### src/rtl/cc_miss_req_ctrl.sv
// Cache miss request controller: captures a miss, issues one AXI WRAP burst read, tracks refills in flight.
// Optional CC_MISS_REQ_STATS_EN adds a saturating AR handshake counter on miss_cnt_o.
module cc_miss_req_ctrl #(
  parameter int unsigned MAX_OUTST = 4
) (
  input  logic        clk,
  input  logic        rst,
  input  logic        miss_req_i,
  input  logic [31:0] miss_addr_i,
  output logic        miss_ack_o,
  output logic        mem_arvalid_o,
  input  logic        mem_arready_i,
  output logic [31:0] mem_araddr_o,
  output logic [3:0]  mem_arlen_o,
  output logic [2:0]  mem_arsize_o,
  output logic [1:0]  mem_arburst_o,
  input  logic        miss_addr_fifo_full_i,
  output logic        miss_addr_fifo_wren_o,
  output logic [31:0] miss_addr_fifo_wdata_o,
  input  logic        fill_done_i,
  output logic [2:0]  outst_o,
  output logic        busy_o
`ifdef CC_MISS_REQ_STATS_EN
  ,
  output logic [15:0] miss_cnt_o
`endif
);

  typedef enum logic {IDLE, ISSUE} state_t;

  state_t      state, state_nxt;
  logic [31:0] addr_q;
  logic [2:0]  outst_q, outst_nxt;
  logic        arvalid_q, busy_q;
  logic        capture, handshake, fill_ok;

  always_comb begin
    capture   = (state == IDLE) && miss_req_i && (outst_q < 3'(MAX_OUTST))
                && !miss_addr_fifo_full_i;
    handshake = (state == ISSUE) && mem_arready_i;
    fill_ok   = fill_done_i && (outst_q != '0);
  end

  always_ff @(posedge clk or posedge rst) begin
    if (rst) state <= IDLE;
    else     state <= state_nxt;
  end

  always_comb begin
    state_nxt = state;
    case (state)
      IDLE:    if (capture)   state_nxt = ISSUE;
      ISSUE:   if (handshake) state_nxt = IDLE;
      default: state_nxt = IDLE;
    endcase
  end

  // A handshake and a fill in the same cycle cancel out.
  always_comb begin
    outst_nxt = outst_q;
    if (handshake && !fill_ok)      outst_nxt = outst_q + 3'd1;
    else if (!handshake && fill_ok) outst_nxt = outst_q - 3'd1;
  end

  // arvalid and busy are registered from next-state values so they align with state.
  always_ff @(posedge clk or posedge rst) begin
    if (rst) begin
      addr_q    <= '0;
      outst_q   <= '0;
      arvalid_q <= 1'b0;
      busy_q    <= 1'b0;
    end else begin
      outst_q   <= outst_nxt;
      arvalid_q <= (state_nxt == ISSUE);
      busy_q    <= (outst_nxt != '0) || (state_nxt != IDLE);
      if (capture) addr_q <= {miss_addr_i[31:3], 3'b000};
    end
  end

`ifdef CC_MISS_REQ_STATS_EN
  logic [15:0] cnt_q;

  always_ff @(posedge clk or posedge rst) begin
    if (rst)                            cnt_q <= '0;
    else if (handshake && cnt_q != '1)  cnt_q <= cnt_q + 16'd1;
  end

  assign miss_cnt_o = cnt_q;
`endif

  assign miss_ack_o             = handshake;
  assign miss_addr_fifo_wren_o  = handshake;
  assign miss_addr_fifo_wdata_o = addr_q;
  assign mem_arvalid_o          = arvalid_q;
  assign mem_araddr_o           = addr_q;
  assign mem_arlen_o            = 4'd7;
  assign mem_arsize_o           = 3'd3;
  assign mem_arburst_o          = 2'b10;
  assign outst_o                = outst_q;
  assign busy_o                 = busy_q;

endmodule

### config.mk
export PLATFORM = sky130hd
export DESIGN_NAME = cc_miss_req_ctrl
export DESIGN_NICKNAME = d
export VERILOG_FILES = /design/src/rtl/cc_miss_req_ctrl.sv
export SDC_FILE = /design/constraint.sdc
export NUM_CORES = 1
export LEC_CHECK = 0
export BUFFER_PORTS_ARGS = -buffer_cell sky130_fd_sc_hd__buf_2
export CORE_MARGIN = 3
export CORE_UTILIZATION = 42
export DETAILED_ROUTE_END_ITERATION = 7
export PLACE_DENSITY = 0.81
export SYNTH_ARGS = -nofsm -noshare
export SYNTH_HDL_FRONTEND = slang
export SYNTH_SLANG_ARGS = --single-unit
### constraint.sdc
create_clock -name clk -period 2.46 [get_ports clk]
set_clock_uncertainty 0.1 [all_clocks]
set_input_delay 0.738 -clock clk [delete_from_list [all_inputs] [get_ports clk]]
set_output_delay 0.738 -clock clk [all_outputs]
set_load 0.005 [all_outputs]
After elaboration in Yosys (flattened, before gate mapping):

Cells that the tools add are included.

* logic and storage cells: 26
* bits in registers: 34
* output and inout port bits: 80

* bitwise gates (word level): 1
* magnitude comparators: 1
* muxes and demuxes: 5
* reduce and logical (&&, ||, !) cells: 13
* $add $sub $neg: 2

Operator list (number)
* $logic_and 1x1->1: 7
* $mux 3: 2
* $reduce_bool 3->1: 2
* $add 3x1->3 const B: 1
* $logic_not 1->1: 3
* $lt 3x3->1 const B: 1
* $sub 3x1->3 const B: 1
* $mux 1: 2
* $pmux 1 s2: 1
* $logic_or 1x1->1: 1
* $not 1->1: 1

Longest topological paths before layout:

Gate-level depths: netlist (run 1).

* depth after elaboration: 7
* mapped depth: 7
* mapped depth without buffers: 7

Worst setup path before layout (run 1):

No wires, ideal clock.

* path type: reg-to-reg
* start: reg outst_q[0], in the netlist outst_o[0]
* end: reg busy_q, in the netlist busy_o
* library setup time: 0.124 ns
* stages on the path, launching flop included: 8
* data arrival time: 1.704 ns
* slack: 0.532 ns
* period minus slack after synthesis: 1.928 ns
* path through: dfrtp_1 inv_1 ha_1 ha_1 nor2b_4 xnor2_1 or3_1 a211o_1

* word-level cells in the longest chain between the ends: 7

RTL lines
* from (decl): RTL line 33 `logic [2:0] outst_q, outst_nxt;`
* from (signal assigned): RTL line 73 `outst_q <= outst_nxt;`
* branches (longest 6 deep; another with $lt 3x3->1)
* $logic_or 1x1->1 (*): RTL line 75 `busy_q <= (outst_nxt != '0) || (state_nxt != IDLE);`
* to (signal assigned): RTL line 75
* to (decl): RTL line 34 `logic arvalid_q, busy_q;`

Mark *: on every way between the ends.
A chain may end at the register's enable or synchronous reset.

Worst setup path in the final report (run 1):

* start: in mem_arready_i
* end: out miss_addr_fifo_wren_o

* word-level cells in the longest chain between the ends: 1

RTL lines
* from (decl): RTL line 12 `input logic mem_arready_i,`
* $logic_and 1x1->1: RTL line 40 `handshake = (state == ISSUE) && mem_arready_i;`
* to (decl): RTL line 18 `output logic miss_addr_fifo_wren_o,`

Every way passes these cells.

==> metrics.md, run 1 <==
| Metric | Value |
|---|---|
| Slowest CP cell | `buf_2` |
| Setup crit end kind | `primary output` |
| Largest net degree at the start of global routing | `23` |
| Die area | `5001 µm²` |
| Top area cells in the synthesized netlist | `dfrtp_1 (48%), buf_4 (19%), mux2_2 (18%)` |
| IO Count | `118` |
| Ys async rst share | `100.0%` |
| Register area share after synthesis | `48.36%` |
| Pleak | `0.001143 µW` |
| Worst hold path class | `in2async` |
| PostCTS Resize Cnt | `0` |
| Most common cell after layout, fill and taps aside | `buf_2` |
| Hold_buf cts | `0` |
| Final Setup Violations | `0` |
| Clock tree from TritonCTS | `built` |
| Area of the mapped netlist | `1759 µm²` |
| Initial core utilization | `45.65%` |
| DP Wirelength | `2679 µm` |
| Clock latency at the later pin of the worst-skew pair | `0.28 ns` |
| Total grt overflow | `0` |
| Sink Count | `34` |
| Clk slew on worst S/H paths | `0.06 ns` |
| Share of cells above drive strength 1 | `64.68%` |
| Diodes inserted | `0` |
| DR DRC count | `0` |
| Post-synthesis cell count | `144` |
| GPL Wtd Cong | `0.7106` |
| Num CTS Buffers | `5` |
| Crit path largest cell delay | `0.13 ns` |
| Critical Path RT | `1.62 ns` |
| Hold Vio Cnt, Final | `0` |
| Antenna Violating Nets Remaining | `0` |
| First-pass GRT wire length | `5037 µm` |
| Fin crit share | `82.49%` |
| Cell Rows | `22` |
| Max Root-Sink Buffers | `2` |
| Buf/Inv on CP | `3` |
| Core Footprint | `3854 µm²` |
| Most frequent cells in the layout | `buf_2 (99), dfrtp_1 (34), mux2_2 (28)` |
| Critical path class | `in2out` |
| Via count | `1181` |
| Drt pass-1 iters | `4` |
| CTS root buf | `clkbuf_8` |
| Fin util | `55.03%` |
| Max-slew violations | `0` |
| Top cell type's share of synthesized area | `48.36%` |
| IR drop worst, VDD | `0.3727 mV` |
| Htree depth | `2` |
| Crit-path cells | `buf_2, nand2_2, inv_1, buf_2` |
| Vias per Instance | `4.440` |
| #FFs+latches synth | `34` |
| Die Y | `70.72 µm` |
| Vias in the first global route | `1103` |
| Syn avg cell area | `12.22 µm²` |
| Tmin final | `2.029 ns` |
| Data arrival, critical path | `1.19 ns` |
| RSZ-0062 raised after global routing | `no` |
| Synth cell types | `28` |
| Final Routed Wirelength | `3267 µm` |
| Fin nets | `259` |
| Number of synthesized flops with an enable pin | `0` |
| Initial antenna violation count | `0` |
| Status | `finished clean` |
| Chip Width | `70.72 µm` |
| Area leader, netlist | `dfrtp_1` |
| Maximum clock rate | `492.8 MHz` |
| Wirelength per Cell | `12.28 µm` |
| Cell Pwr Density | `1206 nW/µm²` |
| Main synth FF type | `dfrtp_1` |
| Most frequent CP cell | `buf_2` |
| Final TNS setup | `0 ns` |
| Total GRT Usage | `13.18%` |
| Delay-heaviest family, CP | `buffers and inverters` |
| Area grow syn2layout | `20.55%` |
| Syn. warnings | `0` |
| Setup Fix Bufs, Post-CTS | `0` |
| Initial DRC count | `40` |
| Critical Path Fanout Max | `7` |
| MaxCap Viol Count | `0` |
| Critical Path Source Type | `input port` |
| Buffers on Ports | `99` |
## synth_stat cells, drive strengths merged (2+ instances only)
cell type,n
nand2,2
inv,6
ha,3
xnor2,2
dfrtp,34
a21o,2
conb,2
mux2,29
buf,48
## flip-flops by register name, indices dropped and copies added (netlist names)
| name | count |
|---|---|
| busy_o | 1 |
| mem_araddr_o | 29 |
| mem_arvalid_o | 1 |
| outst_o | 3 |
## power by group
group          leakage [µW]  switching (µW)  internal, µW
combinational      0.000697             475           671
clock             0.0000438             182           189
sequential         0.000402             199           840
## metal layers
metal	vias to the layer above	track usage [%]	share of wire (%)
li1	568	-	-
met1	537	13.82	36
met2	72	22.76	51
met3	4	5.540	12
met4	0	6.263	1.6
met5	-	0	0
## worst register-to-register path: cells and delay by family (launching register included)
kind / cells / cell delay [ns]
AND/OR/NAND/NOR: 2 / 0.49
XOR/XNOR: 1 / 0.10
adder cells (fa/ha/maj): 2 / 0.42
flip-flops: 1 / 0.40
AO/OA/AOI/OAI: 1 / 0.29
buffers and inverters: 1 / 0.09
## worst paths after layout
kind                                  start                     to  slack, ns  depth (start not counted)
setup / recovery              mem_arready_i  miss_addr_fifo_wren_o       0.43                          4
min in group clk           mem_araddr_o[25]       mem_araddr_o[25]       0.41                          1
setup reg to reg                 outst_o[0]                 busy_o       0.45                          7
hold reg to reg            mem_araddr_o[25]       mem_araddr_o[25]       0.41                          1
max in group asynchronous               rst       mem_araddr_o[12]       1.24                          3
hold / removal                          rst        mem_araddr_o[3]       0.37                          2
## per-stage QoR
stage	hold WS (ns)	setup WS [ns]	total power, µW	std cells	area (µm²)
after global placement	0.3960	0.3717	2184	259	2042
after CTS	0.3868	0.4220	2609	266	2121
final	0.3710	0.4309	2557	266	2121
after detailed placement	0.4012	0.3639	2227	259	2042
after floorplan	0.4067	0.5322	1933	157	1808
after global routing	0.4190	0.3346	2771	266	2121
## layout make-up
type / count / area (µm²)
Fill cell: 346 / 1733
Clock inverter: 2 / 10.01
Timing Repair Buffer: 102 / 518.0
Clock buffer: 5 / 68.82
Tap cell: 48 / 60.06
Inverter: 6 / 22.52
Sequential cell: 34 / 850.8
Multi-Input combinational cell: 69 / 590.6
## kinds of logic after synthesis
group           count (synthesis)  share of synthesized area (%)
simple gates                   11                          4.552
mux                            29                          18.56
flops                          34                          48.36
xor+xnor                        2                         0.9959
buf+inv                        54                          21.34
compound gates                  9                          3.627
fa+ha+maj                       3                          2.134
other cells                     2                         0.4269
Note: power is estimated with default switching activity, not from simulation.
==> inputs of run 2 (changes only) <==
clock period = 1.9 ns   (was 2.46 ns; I/O delays follow)
==> run 2 against run 1 <==
Effect of this change: routed wire length rose by 4.3%; cell area rose by 3.6%; utilization rose by 2.0 points; global-route usage fell by 0.39 points; setup slack got worse by 0.34 ns; sequential share of layout area fell by 1.3 points; clock power rose by 33%; hold slack got worse by 0.30 ns; sequential cell count did not move; via count rose by 1.8%; die area did not move; sequential power rose by 27%.
==> metrics.md, run 2 (synthesis results as in run 1) <==
| Metric | Value |
|---|---|
| Met1 Track Usage GR | `14.36% (was 13.82%)` |
| DR DRC count | `0 (unchanged)` |
| Crit path largest cell delay | `0.38 ns (was 0.13 ns)` |
| IR drop worst, VDD | `0.5808 mV (was 0.3727 mV)` |
| R2R setup slack | `0.1 ns (was 0.45 ns)` |
| Worst Slack Setup Final | `0.09533 ns (was 0.4309 ns)` |
| GR Layer Usage met2 | `22.55% (was 22.76%)` |
| Critical Path RT | `1.96 ns (was 1.62 ns)` |
| Num CTS Buffers | `5 (unchanged)` |
| Tmin final | `1.805 ns` |
| Buffers on Ports | `99 (unchanged)` |
| Drt pass-1 iters | `4 (unchanged)` |
| RSZ-0062 raised after global routing | `no (unchanged)` |
| Maximum clock rate | `554.1 MHz` |
| Max reg flops | `29 (unchanged)` |
| Most frequent cells in the layout | `buf_2 (99), dfrtp_1 (33), mux2_2 (28) (was buf_2 (99), dfrtp_1 (34), mux2_2 (28))` |
| Antenna Violating Nets Remaining | `0 (unchanged)` |
| Clock tree from TritonCTS | `built (unchanged)` |
| Crit-path cells | `inv_1, ha_2, ha_4, nor2b_4, xnor2_2, or3_1, a211o_1 (was buf_2, nand2_2, inv_1, buf_2)` |
| Cell Rows | `22 (unchanged)` |
| Pre-CTS setup slack | `0.04495 ns (was 0.3639 ns)` |
| Vias per Instance | `4.485 (was 4.440)` |
| Hold_buf cts | `0 (unchanged)` |
| GPL Wtd Cong | `0.7833 (was 0.7106)` |
| MaxCap Viol Count | `0 (unchanged)` |
| Total grt overflow | `0 (unchanged)` |
| Die Y | `70.72 µm (unchanged)` |
| Most common cell after layout, fill and taps aside | `buf_2 (unchanged)` |
| DP Wirelength | `2658 µm (was 2679 µm)` |
| Placed Cells incl. Taps | `262 (was 259)` |
| Final TNS setup | `0 ns (unchanged)` |
| Placed Area | `2079 µm² (was 2042 µm²)` |
| Initial antenna violation count | `0 (unchanged)` |
| Largest net degree at the start of global routing | `32 (was 23)` |
| Clock latency at the later pin of the worst-skew pair | `0.27 ns (was 0.28 ns)` |
| Die area | `5001 µm² (unchanged)` |
| IO Count | `118 (unchanged)` |
| Sink Count | `34 (unchanged)` |
| Setup crit end kind | `register (was primary output)` |
| Final Routed Wirelength | `3408 µm (was 3267 µm)` |
| Via count | `1202 (was 1181)` |
| Status | `finished clean (unchanged)` |
| Finished Layout Cells | `268 (was 266)` |
| Diodes inserted | `0 (unchanged)` |
| Slowest CP cell | `dfrtp_1 (was buf_2)` |
| Wirelength per Cell | `12.72 µm (was 12.28 µm)` |
| R2R depth | `7 (unchanged)` |
| Reg2Reg Capture Point | `busy_o (unchanged)` |
| Data arrival, critical path | `1.87 ns (was 1.19 ns)` |
| Hold Vio Cnt, Final | `0 (unchanged)` |
| Area grow syn2layout | `24.89% (was 20.55%)` |
| Max-slew violations | `0 (unchanged)` |
| Core Footprint | `3854 µm² (unchanged)` |
| Clk slew on worst S/H paths | `0.06 ns (about the same)` |
| Share of cells above drive strength 1 | `67.73% (was 64.68%)` |
| Critical Path Fanout Max | `3 (was 7)` |
| R2r startpoint | `outst_o[0] (unchanged)` |
| Initial core utilization | `45.65% (unchanged)` |
| Chip Width | `70.72 µm (unchanged)` |
| FILL cells | `345 (was 346)` |
| Final Setup Violations | `0 (unchanged)` |
| Fin nets | `262 (was 259)` |
| Total GRT Usage | `12.80% (was 13.18%)` |
| Worst hold path class | `in2async (unchanged)` |
| Max Root-Sink Buffers | `2 (unchanged)` |
| First-pass GRT wire length | `5078 µm (was 5037 µm)` |
| Met3 GRT Util | `4.830% (was 5.540%)` |
| Pleak | `0.001168 µW (was 0.001143 µW)` |
| GRT busiest layer | `met2 (unchanged)` |
| Fin crit share | `94.98%` |
| Initial DRC count | `21 (was 40)` |
| Vias in the first global route | `1107 (was 1103)` |
| Critical path class | `reg2reg (was in2out)` |
| Design area | `2197 µm² (was 2121 µm²)` |
| CTS root buf | `clkbuf_8 (unchanged)` |
| Cell Pwr Density | `1582 nW/µm² (was 1206 nW/µm²)` |
| Critical Path Source Type | `register (was input port)` |
| Htree depth | `2 (unchanged)` |
run 2: metrics by stage:
step | utilization, % | power (µW) | hold slack, ns
floorplan | - | 2507 | 0.4067
global placement | 53.96 | 2888 | 0.3479
detailed placement | 53.96 | 2961 | 0.3557
CTS | 56.10 | 3466 | 0.06029
global route | 57.01 | 3744 | 0.05859
finish | 57.01 | 3477 | 0.06622
run 2: layout make-up:
class	instances	area [µm²]	area share, %
tap	48	60.06	2.733
timing repair buffer	105	553.0	25.17
multi-input combinational	69	626.9	28.53
sequential	34	852.1	38.78
clock buffer	6	82.58	3.759
inverter	6	22.52	1.025
run 2: critical path: cells and delay by family (launching register included):
| family | cells | cell delay (ns) |
|---|---|---|
| simple gates | 2 | 0.36 |
| fa+ha+maj | 2 | 0.35 |
| buf+inv | 1 | 0.09 |
| flops | 1 | 0.38 |
| xor+xnor | 1 | 0.14 |
| compound gates | 1 | 0.29 |
run 2: worst max-delay path by stage:
stage	startpoint	end	slack, ns
after floorplan	outst_o[0]	busy_o	0.007
after global placement	outst_o[0]	busy_o	0.09
after detailed placement	outst_o[0]	busy_o	0.04
after CTS	outst_o[0]	busy_o	0.04
after global routing	outst_o[0]	busy_o	0.005
final	outst_o[0]	busy_o	0.1
run 2: per-layer routing:
metal	share of wire (%)	wire length (µm)
met1	39	1313
met2	51	1722
met3	11	358
met4	0.41	14
met5	0	0
run 2: power by group:
group	total (µW)	switching, µW	leakage, µW	internal [µW]
Sequential	1320	232	0.000401	1090
Combinational	1660	691	0.000723	969
Clock	495	216	0.0000431	279
Total	3480	1140	0.00117	2340
run 2: repair_timing:
item                       CTS  global route
setup endpoints to repair    0             1
setup buffers                0             0
resized for setup            0             6
==> inputs of run 3 (changes only) <==
ABC_AREA = 1   (was not set)
PLACE_DENSITY = 0.8   (was 0.81)
==> run 3 against run 2 <==
Effect of this change: register-to-register slack gained 0.15 ns; global-route usage grew 1.3 points; combinational power shrank 18%; cell area shrank 2.6%; fmax grew 9.2%; total power shrank 7.7%; first-iteration DRC count grew to 2.9 times the previous value; non-clock buffer count shrank 3.
==> metrics.md, run 3 <==
| Metric | Value |
|---|---|
| Clock latency at the later pin of the worst-skew pair | `0.28 ns (was 0.27 ns)` |
| Drt pass-1 iters | `4 (unchanged)` |
| Met2 wire length | `1678 µm (was 1722 µm)` |
| Critical Path RT | `1.97 ns (was 1.96 ns)` |
| Fin crit share | `86.98% (was 94.98%)` |
| Syn. warnings | `0 (unchanged)` |
| Initial antenna violation count | `0 (unchanged)` |
| Total grt overflow | `0 (unchanged)` |
| MaxCap Viol Count | `0 (unchanged)` |
| Pleak | `0.001357 µW (was 0.001168 µW)` |
| Chip Width | `71.48 µm (was 70.72 µm)` |
| Clock tree from TritonCTS | `built (unchanged)` |
| Num CTS Buffers | `5 (unchanged)` |
| Synth cell types | `19 (was 28)` |
| PostCTS Resize Cnt | `0 (unchanged)` |
| Core Footprint | `4058 µm² (was 3854 µm²)` |
| Setup crit end kind | `register (unchanged)` |
| Final TNS setup | `0 ns (unchanged)` |
| Most common cell after layout, fill and taps aside | `buf_2 (unchanged)` |
| Antenna Violating Nets Remaining | `0 (unchanged)` |
| Max-slew violations | `0 (unchanged)` |
| Largest net degree at the start of global routing | `45 (was 32)` |
| Sink Count | `34 (unchanged)` |
| Area leader, netlist | `dfrtp_1 (unchanged)` |
| First-pass GRT wire length | `5692 µm (was 5078 µm)` |
| Htree depth | `2 (unchanged)` |
| Area of the mapped netlist | `1800 µm² (was 1759 µm²)` |
| Pre-CTS setup slack | `0.2479 ns (was 0.04495 ns)` |
| Status | `finished clean (unchanged)` |
| Max Root-Sink Buffers | `2 (unchanged)` |
| Final Setup Violations | `0 (unchanged)` |
| Area grow syn2layout | `18.90% (was 24.89%)` |
| Switching share of power | `36.22% (was 32.77%)` |
| Number of synthesized flops with an enable pin | `0 (unchanged)` |
| Most frequent cells in the layout | `buf_2 (99), nand2_1 (42), inv_1 (38) (was buf_2 (99), dfrtp_1 (33), mux2_2 (28))` |
| Clk slew on worst S/H paths | `0.07 ns (was 0.06 ns)` |
| M1 WL | `1354 µm (was 1313 µm)` |
| Worst Slack Setup Final | `0.2473 ns (was 0.09533 ns)` |
| Vias in the first global route | `1256 (was 1107)` |
| Hold Vio Cnt, Final | `0 (unchanged)` |
| Ys async rst share | `100.0% (unchanged)` |
| Fin nets | `325 (was 262)` |
| Cell Pwr Density | `1499 nW/µm² (was 1582 nW/µm²)` |
| Critical Path Source Type | `register (unchanged)` |
| Buffers on Ports | `99 (unchanged)` |
| Total power | `3210 µW (was 3477 µW)` |
| Wirelength per Cell | `10.15 µm (was 12.72 µm)` |
| Cell Rows | `23 (was 22)` |
| IO Count | `118 (unchanged)` |
| Top area cells in the synthesized netlist | `dfrtp_1 (47%), buf_4 (19%), nand2_1 (8.8%) (was dfrtp_1 (48%), buf_4 (19%), mux2_2 (18%))` |
| P_int | `2047 µW (was 2337 µW)` |
| Register area share after synthesis | `47.26% (was 48.36%)` |
| Top cell type's share of synthesized area | `47.26% (was 48.36%)` |
| Commonest cells in the netlist | `buf_4 (45), nand2_1 (42), inv_1 (38) (was buf_4 (45), dfrtp_1 (34), mux2_2 (28))` |
| Comb power frac | `42.4% (was 47.8%)` |
| Die area | `5109 µm² (was 5001 µm²)` |
| #FFs+latches synth | `34 (unchanged)` |
| Vias per Instance | `4.128 (was 4.485)` |
| Highest metal used | `met4 (unchanged)` |
| Initial DRC count | `61 (was 21)` |
| Critical Path Fanout Max | `5 (was 3)` |
| Final Routed Wirelength | `3399 µm (was 3408 µm)` |
| Fin util | `52.76% (was 57.01%)` |
| Initial core utilization | `44.37% (was 45.65%)` |
| Max reg flops | `29 (unchanged)` |
| Most frequent cell after synthesis | `buf_4 (unchanged)` |
| Post-synthesis cell count | `213 (was 144)` |
| Setup Fix Bufs, Post-CTS | `0 (unchanged)` |
| Flop pwr share | `41.0% (was 38.0%)` |
| Via count | `1383 (was 1202)` |
| Die Y | `71.48 µm (was 70.72 µm)` |
| DP Wirelength | `2668 µm (was 2658 µm)` |
| Syn avg cell area | `8.453 µm² (was 12.22 µm²)` |
| Main synth FF type | `dfrtp_1 (unchanged)` |
| Tmin final | `1.653 ns (was 1.805 ns)` |
| Worst hold path class | `in2async (unchanged)` |
| DR DRC count | `0 (unchanged)` |
| RSZ-0062 raised after global routing | `no (unchanged)` |
| CTS root buf | `clkbuf_8 (unchanged)` |
| Switch Pwr | `1163 µW (was 1140 µW)` |
| Share of cells above drive strength 1 | `40.00% (was 67.73%)` |
| IR drop worst, VDD | `0.5561 mV (was 0.5808 mV)` |
| Maximum clock rate | `605.1 MHz (was 554.1 MHz)` |
| WL met3 | `337 µm (was 358 µm)` |
| Hold_buf cts | `0 (unchanged)` |
| Power share of the clock group | `16.6% (was 14.2%)` |
| Diodes inserted | `0 (unchanged)` |
| Data arrival, critical path | `1.72 ns (was 1.87 ns)` |
| GPL Wtd Cong | `0.7133 (was 0.7833)` |
| Total GRT Usage | `14.12% (was 12.80%)` |
| Critical path class | `reg2reg (unchanged)` |
-- run 3: stage by stage --
stage / cells / instance area, µm² / hold slack [ns]
floorplan: 226 / 1849 / 0.3975
global placement: 327 / 2049 / 0.3805
detailed placement: 327 / 2049 / 0.3895
CTS: 335 / 2141 / 0.2825
global route: 335 / 2141 / 0.3227
finish: 335 / 2141 / 0.2822
-- run 3: power groups by stage --
stage,combinational [µW],clock [µW],sequential [µW]
2_1_floorplan,1020,0,1360
3_3_place_gp,1360,0,1310
3_5_place_dp,1400,0,1330
4_1_cts,1400,555,1320
5_1_grt,1560,589,1380
6_report,1360,532,1320
-- run 3: layout make-up --
type | count | area (µm²)
multi-input cells | 102 | 471.7
clock inverters | 1 | 5.005
flip-flops and latches | 34 | 850.8
fillers | 402 | 1917
inverters | 39 | 146.4
repair buffers | 102 | 518.0
clock buffers | 7 | 86.33
well taps | 50 | 62.56
-- run 3: per-layer routing --
layer	up-vias	global-route usage, %
met3	4	4.067
met5	-	0
li1	717	-
met4	0	6.054
met2	67	24.90
met1	595	15.79
-- run 3: critical path: stages, from the launching register on --
cell and delay (ns):
dfrtp_1 0.39, inv_1 0.08, ha_1 0.19, ha_1 0.17, inv_1 0.08, nand2_1 0.08
nand2_2 0.12, nand2_1 0.06, nand2_1 0.06, nand2_1 0.06, nor2_1 0.09, nand2_1 0.06
-- run 3: cells by family (layout without fill, tap and decap cells) --
family,after synthesis,after routing,synth area share [%]
buffers and inverters,90,149,29.26
and+or+nand+nor,54,54,12.44
adders and majority gates,3,3,2.085
AOI/OAI and AO/OA,30,30,8.548
other,2,15,0.4171
DFF,34,34,47.26
-- run 3: path summary, 6_finish.rpt --
path / cells past startpoint / start / to / slack (ns)
max in group asynchronous: 3 / rst / mem_araddr_o[28] / 1.11
setup reg to reg: 11 / outst_o[0] / busy_o / 0.25
hold / removal: 3 / rst / mem_arvalid_o / 0.28
hold reg to reg: 2 / mem_araddr_o[27] / mem_araddr_o[27] / 0.40
setup / recovery: 11 / outst_o[0] / busy_o / 0.25
min in group clk: 2 / mem_arready_i / mem_arvalid_o / 0.39
